--- config.mk ---
export PLATFORM = sky130hd
export DESIGN_NAME = fxp_mac_array
export DESIGN_NICKNAME = d
export VERILOG_FILES = /design/src/rtl/fxp_mac_array.sv
export SDC_FILE = /design/constraint.sdc
export NUM_CORES = 2
export LEC_CHECK = 0
export CAP_MARGIN = 20
export CORE_ASPECT_RATIO = 1.5
export CORE_MARGIN = 4
export CORE_UTILIZATION = 62
export CTS_CLUSTER_SIZE = 10
export DETAILED_ROUTE_END_ITERATION = 12
export PLACE_DENSITY_LB_ADDON = 0.15
export SYNTH_ARGS = -nofsm -noshare
export SYNTH_HDL_FRONTEND = slang
export SYNTH_SLANG_ARGS = --single-unit
--- constraint.sdc ---
create_clock -name clk -period 9.8 [get_ports clk]
set_input_delay 0.98 -clock clk [delete_from_list [all_inputs] [get_ports clk]]
set_output_delay 0.98 -clock clk [all_outputs]
set_load 0.005 [all_outputs]
--- src/rtl/fxp_mac_array.sv ---
// fxp_mac_array: multi-lane signed-weight x unsigned-pixel MAC with frame
// accumulation, final arithmetic shift and saturation to OUT_W bits.
// Three register stages: S1 products, S2 lane sum, S3 accumulate/emit.
// Optional feature macro: FXP_MAC_ROUND_EN (round half up before the shift).
//
// Handshake: a beat transfers on a rising edge where in_valid && in_ready;
// a result transfers where out_valid && out_ready. The whole pipeline moves
// only when adv = !out_valid || out_ready, so in_ready equals adv and every
// stage, including the output register, holds while adv is low.
module fxp_mac_array #(
  parameter int LANES     = 4,
  parameter int WEIGHT_W  = 19,
  parameter int PIXEL_W   = 10,
  parameter int ACC_W     = 32,
  parameter int OUT_W     = 26,
  parameter int OUT_SHIFT = 0
) (
  input  logic                          clk,
  input  logic                          GlobalReset,
  input  logic [LANES*WEIGHT_W-1:0]     WeightPort,
  input  logic [LANES*PIXEL_W-1:0]      PixelPort,
  input  logic                          in_valid,
  input  logic                          in_last,
  output logic                          in_ready,
  output logic signed [OUT_W-1:0]       Output_syn,
  output logic                          out_valid,
  input  logic                          out_ready,
  output logic                          out_sat
);

  // Product width keeps the pixel's zero sign bit; the lane sum adds
  // clog2(LANES) guard bits so it can never overflow.
  localparam int P_W = WEIGHT_W + PIXEL_W + 1;
  localparam int S_W = P_W + $clog2(LANES);
  localparam int X_W = ACC_W + 1;

  localparam logic signed [X_W-1:0] ACC_MAX_X = {2'b00, {(ACC_W-1){1'b1}}};
  localparam logic signed [X_W-1:0] ACC_MIN_X = {2'b11, {(ACC_W-1){1'b0}}};
  localparam logic signed [X_W-1:0] OUT_MAX_X =
    {{(X_W-OUT_W+1){1'b0}}, {(OUT_W-1){1'b1}}};
  localparam logic signed [X_W-1:0] OUT_MIN_X =
    {{(X_W-OUT_W+1){1'b1}}, {(OUT_W-1){1'b0}}};

`ifdef FXP_MAC_ROUND_EN
  // Half an output LSB; evaluates to zero when OUT_SHIFT is zero.
  localparam logic signed [X_W-1:0] RND = (X_W'(1) << OUT_SHIFT) >> 1;
`else
  localparam logic signed [X_W-1:0] RND = '0;
`endif

  logic adv;
  assign adv      = !out_valid || out_ready;
  assign in_ready = adv;

  // ---------------- S1: per-lane products ----------------
  logic signed [P_W-1:0] prod_c [LANES];
  logic signed [P_W-1:0] prod_q [LANES];
  logic                  v1, l1;

  for (genvar i = 0; i < LANES; i++) begin : g_lane
    logic signed [P_W-1:0] w_ext;
    logic signed [P_W-1:0] p_ext;
    assign w_ext     = P_W'($signed(WeightPort[i*WEIGHT_W +: WEIGHT_W]));
    assign p_ext     = P_W'({1'b0, PixelPort[i*PIXEL_W +: PIXEL_W]});
    assign prod_c[i] = w_ext * p_ext;
  end

  // S1 register: capture products and beat qualifiers when the pipe advances
  always_ff @(posedge clk or posedge GlobalReset) begin
    if (GlobalReset) begin
      v1 <= 1'b0;
      l1 <= 1'b0;
      for (int i = 0; i < LANES; i++) prod_q[i] <= '0;
    end else if (adv) begin
      v1 <= in_valid;
      l1 <= in_valid && in_last;
      for (int i = 0; i < LANES; i++) prod_q[i] <= prod_c[i];
    end
  end

  // ---------------- S2: lane sum ----------------
  logic signed [S_W-1:0] sum_c;
  logic signed [S_W-1:0] sum_q;
  logic                  v2, l2;

  // Exact sum of the sign-extended lane products
  always_comb begin
    sum_c = '0;
    for (int i = 0; i < LANES; i++) sum_c = sum_c + S_W'(prod_q[i]);
  end

  // S2 register: lane sum with its qualifiers
  always_ff @(posedge clk or posedge GlobalReset) begin
    if (GlobalReset) begin
      v2    <= 1'b0;
      l2    <= 1'b0;
      sum_q <= '0;
    end else if (adv) begin
      v2    <= v1;
      l2    <= l1;
      sum_q <= sum_c;
    end
  end

  // ---------------- S3: accumulate, shift, clamp ----------------
  logic signed [ACC_W-1:0] acc;
  logic                    sticky;
  logic signed [X_W-1:0]   acc_wide;
  logic signed [ACC_W-1:0] acc_next;
  logic                    acc_clamp;
  logic signed [X_W-1:0]   rnd_x;
  logic signed [X_W-1:0]   shifted;
  logic signed [OUT_W-1:0] res_c;
  logic                    res_clamp;

  // Saturating accumulate, then optional rounding, shift and output clamp
  always_comb begin
    acc_wide  = X_W'(acc) + X_W'(sum_q);
    acc_next  = acc_wide[ACC_W-1:0];
    acc_clamp = 1'b0;
    if (acc_wide > ACC_MAX_X) begin
      acc_next  = ACC_MAX_X[ACC_W-1:0];
      acc_clamp = 1'b1;
    end else if (acc_wide < ACC_MIN_X) begin
      acc_next  = ACC_MIN_X[ACC_W-1:0];
      acc_clamp = 1'b1;
    end
    rnd_x     = X_W'(acc_next) + RND;
    shifted   = rnd_x >>> OUT_SHIFT;
    res_c     = shifted[OUT_W-1:0];
    res_clamp = 1'b0;
    if (shifted > OUT_MAX_X) begin
      res_c     = OUT_MAX_X[OUT_W-1:0];
      res_clamp = 1'b1;
    end else if (shifted < OUT_MIN_X) begin
      res_c     = OUT_MIN_X[OUT_W-1:0];
      res_clamp = 1'b1;
    end
  end

  // S3 register: frame accumulator, sticky saturation and the output slot
  always_ff @(posedge clk or posedge GlobalReset) begin
    if (GlobalReset) begin
      acc        <= '0;
      sticky     <= 1'b0;
      Output_syn <= '0;
      out_sat    <= 1'b0;
      out_valid  <= 1'b0;
    end else if (adv) begin
      out_valid <= v2 && l2;
      if (v2) begin
        if (l2) begin
          Output_syn <= res_c;
          out_sat    <= sticky | acc_clamp | res_clamp;
          acc        <= '0;
          sticky     <= 1'b0;
        end else begin
          acc    <= acc_next;
          sticky <= sticky | acc_clamp;
        end
      end
    end
  end

endmodule

Word level (Yosys, flattened, before mapping)
Cells that the tools add are included.
Cells by class
  magnitude comparators: 4
  bitwise operators: 2
  add/subtract/negate cells: 4
  multiplexer cells: 10
  $mul: 4
  reduce and logical (&&, ||, !) cells: 6
Operators with widths (count)
  $mul A19 B11 Y30: 4
  $mux W32: 3
  $mux W26: 2
  $add A32 B32 Y33: 1
  $gt A33 B32 Y1 const B: 1
  $lt A33 B32 Y1 const B: 1
  $add A31 B30 Y32: 1
  $add A32 B30 Y32: 1
  $gt A32 B26 Y1 const B: 1
  $lt A32 B26 Y1 const B: 1
  $add A30 B30 Y31: 1
  $mux W1: 5
  $reduce_and A3 Y1: 1
  $logic_and A1 B1 Y1: 2
  $or A1 B1 Y1: 2
  $reduce_and A2 Y1: 1
  $logic_not A1 Y1: 1
  $logic_or A1 B1 Y1: 1
Word-level totals
  input port bits: 121
  word-level logic and storage cells: 44
  flip-flop bits (word level): 217
  output and inout port bits: 29

Longest topological paths before layout
  depth after elaboration: 8
  gate-level depth with buffers: 24
  depth with buffers taken out: 22

Least setup slack after synthesis
Ideal clock, no wire load.
  path kind: in2reg
  from: in PixelPort[2]
  to: reg prod_q[116] (netlist name)
  required time: 9.667 ns
  data arrival time: 6.458 ns
  path slack: 3.209 ns
  buffers on the path: 2
  library setup time: 0.133 ns
  stages on the path: 24
  cell sequence: clkbuf_1 -> clkbuf_1 -> nand2_1 -> fa_1 -> inv_1 -> fa_1 -> inv_1 -> fa_1 -> inv_1 -> fa_1 -> inv_1 -> fa_1 -> inv_1 -> ha_1 -> a21o_1 -> a21o_1 -> a21o_1 -> a21o_1 -> a311oi_1 -> nor3_1 -> or3_1 -> a21oi_1 -> xor2_1 -> o21ai_0
On the way
  longest elaborated chain between the ends: 1
RTL lines
  start: declaration: RTL line 21  | input logic [LANES*PIXEL_W-1:0] PixelPort,
  $mul A19 B11 Y30: RTL line 65  | assign prod_c[i] = w_ext * p_ext;
  end: declaration: RTL line 57  | logic signed [P_W-1:0] prod_q [LANES];
Every way passes these cells.
A chain may end at the register's enable or synchronous reset.

Final worst setup path
  from: in PixelPort[12]
  to: reg prod_q[88] (netlist name)
The elaborated chain is that of the path after synthesis.

==> impl_results.md <==
- Global-route wire length before repair: 161,000 um
- Max-slew violations: 0
- Worst Skew: 24.1 ps
- Die width: 217 um
- Total global routing overflow: 0
- Dpl ws: 2320 ps
- Worst slew pin tran: 983 ps
- Unrepaired setup endpoints after global routing: no
- Worst hold-check path type: register to register
- Core area: 64,600 um2
- H-tree levels: 1
- Net count after synthesis: 5,606
- Vias in the first global route: 32.5k
- CTS Buf Count: 26
- Io pins: 150
- Async set-reset flop share out of synthesis: 1.00
- Die height: 321 um
- Worst Path Arrival: 7450 ps
- Synth Area per Inst: 9.17 um2
- Worst-skew pair later-pin latency: 560 ps
- Max cap viols: 0
- EDFF count, synth: 0
- NumNets Final: 5,601
- Gate count after technology mapping: 4,416
- Placed instance area: 42,400 um2
- Worst relative slew slack: 0.345
- Crit end category: register
- Setup TNS: 0 ps
- Synth Register Bits: 217
- Post-CTS Setup Inserts: 0
- Routed wire length: 95,300 um
- Worst path required time: 10,300 ps
- Hold_buf cts: 0
- Bufs on Longest Clock Path: 3
- Most common cell after layout, fill and taps aside: fa_1
- Status: finished, final reports clean
- # clock sinks: 217
- Type of origin of the critical path: input port
- Vias/cell: 5.68
- Post-layout util: 0.668
- DR WL/cell: 18.0 um
- Cell row count: 114
- Largest net degree at the start of global routing: 101
- Most frequent cells in the layout: fa_1 (738), inv_1 (715), nand2_1 (539)
- Clk slew on worst S/H paths: 60 ps
- Initial antenna violation count: 0
- Routability Congestion: 0.912
- Final HPWL DP: 79,300 um
- Final antenna-violating net count: 0
- Initial DRC Count: 1,665
- Synth warnings: 0
- Share of the yosys chip area belonging to registers: 0.134
- P&R area growth vs syn: 6.48%
- DRC Markers: 0
- Drt first pass iters: 10
- Port-buffer cells: 149
- Mapped Area: 40,500 um2
- Critical Path Fanout Max: 19
- Critical path class: input port to register
- Layout cell share with drive strength beyond 1: 0.0215
- Starting Density: 0.627
- Fin worst setup slack: 2850 ps
- Tmin final: 6950 ps
- Post-route clock period utilization: 0.709
- Setup violators final: 0
- CTS tree: done
- Share of the synthesized area in the top cell type: 0.365
- Top FF cell, synth: dfrtp_1
- Fin. Hold Viols: 0
- Post-CTS sizing: 0
- FMAX: 144 MHz
- Cell variety after synth: 82
- CTS root buf: clkbuf_16
- GRT Total Usage: 0.284
- Synth top area cells: fa_1 (36%), dfrtp_1 (13%), ha_1 (10%)
- Vias: 30.0k
- Total Die Area: 69,600 um2
- Synth area leader: fa_1
- Fin area: 43,100 um2
-- cells by family after synthesis --
group / share of synthesized area
adders and majority gates: 0.469
AOI/OAI and AO/OA: 0.105
and+or+nand+nor: 0.172
DFF: 0.134
buffers and inverters: 0.0853
xor gates and xnor gates: 0.0333
muxes: 0.00176
-- cell type report --
cell class | count | area [um2]
sequential | 217 | 5430
inverter | 717 | 2700
multi-input combinational | 3288 | 31600
fill | 5425 | 21500
timing repair buffer | 161 | 1580
clock buffer | 27 | 664
clock inverter | 4 | 33.8
antenna | 1 | 2.50
tap | 870 | 1090
-- state kept, by name (all words and copies together), names as in the netlist --
signal      flops
v2              1
sticky          1
l1              1
prod_q        120
v1              1
out_sat         1
l2              1
out_valid       1
sum_q          32
Output_syn     26
acc            32
-- routing by layer --
| layer | GRT usage | vias up | share of wire |
|---|---|---|---|
| met3 | 0.0257 | 231 | 0.038 |
| li1 | - | 13800 | - |
| met1 | 0.337 | 15200 | 0.38 |
| met2 | 0.536 | 701 | 0.55 |
| met4 | 0.0983 | 0 | 0.040 |
| met5 | 0 | - | 0 |
-- per-stage QoR --
stage	instances	hold WS [ps]
after floorplan	4416	439
after global placement	5253	455
after detailed placement	5253	459
after CTS	5284	474
after global routing	5284	489
final	5285	472
-- worst paths after layout --
check / start / to / slack [ps] / cells past startpoint
max in group asynchronous: GlobalReset / prod_q[82]$_DFFE_PP0N_ / 7520 / 3
max: PixelPort[12] / prod_q[88]$_DFFE_PP0N_ / 2850 / 23
min reg2reg: v1$_DFFE_PP0N_ / v1$_DFFE_PP0N_ / 470 / 2
min: v1$_DFFE_PP0N_ / v1$_DFFE_PP0N_ / 470 / 2
max reg2reg: prod_q[61]$_DFFE_PP0N_ / sum_q[29]$_DFFE_PP0N_ / 5260 / 15
min in group asynchronous: GlobalReset / Output_syn[2]$_DFFE_PP0P_ / 900 / 2
-- worst max-delay path: stages --
cell and delay [ps]:
clkdlybuf4s50_1 940, nand2_1 170, fa_1 560, inv_1 50
fa_1 530, inv_1 70, fa_1 540, inv_1 50
fa_1 470, inv_1 50, fa_1 480, inv_1 50
ha_1 340, a21o_1 180, a21o_1 160, a21oi_1 120
o21ai_0 180, a211o_1 350, a211oi_1 340, nor3_1 150
or3_1 410, a31o_2 210, nand3_1 70
-- synthesized netlist by cell type (16+ instances only) --
library cell,instances
a211oi_1,24
o21a_1,23
dfrtp_1,217
nand2_1,539
xor2_1,69
a21oi_1,217
ha_1,331
buf_1,20
o31ai_1,17
xnor2_1,83
nand2b_1,35
or3_1,20
nor3_1,35
o21bai_1,23
nor3b_1,16
nand4_1,19
nor2_1,160
inv_1,716
a31oi_1,18
clkbuf_1,165
o21ai_0,140
fa_1,738
and2_1,449
and3_1,23
nor2b_1,19
nand3_1,44
a21o_1,73
Power is left out: the tool's default activity adds up to more than one toggle a clock period on the data nets, which glitch-free logic cannot reach.
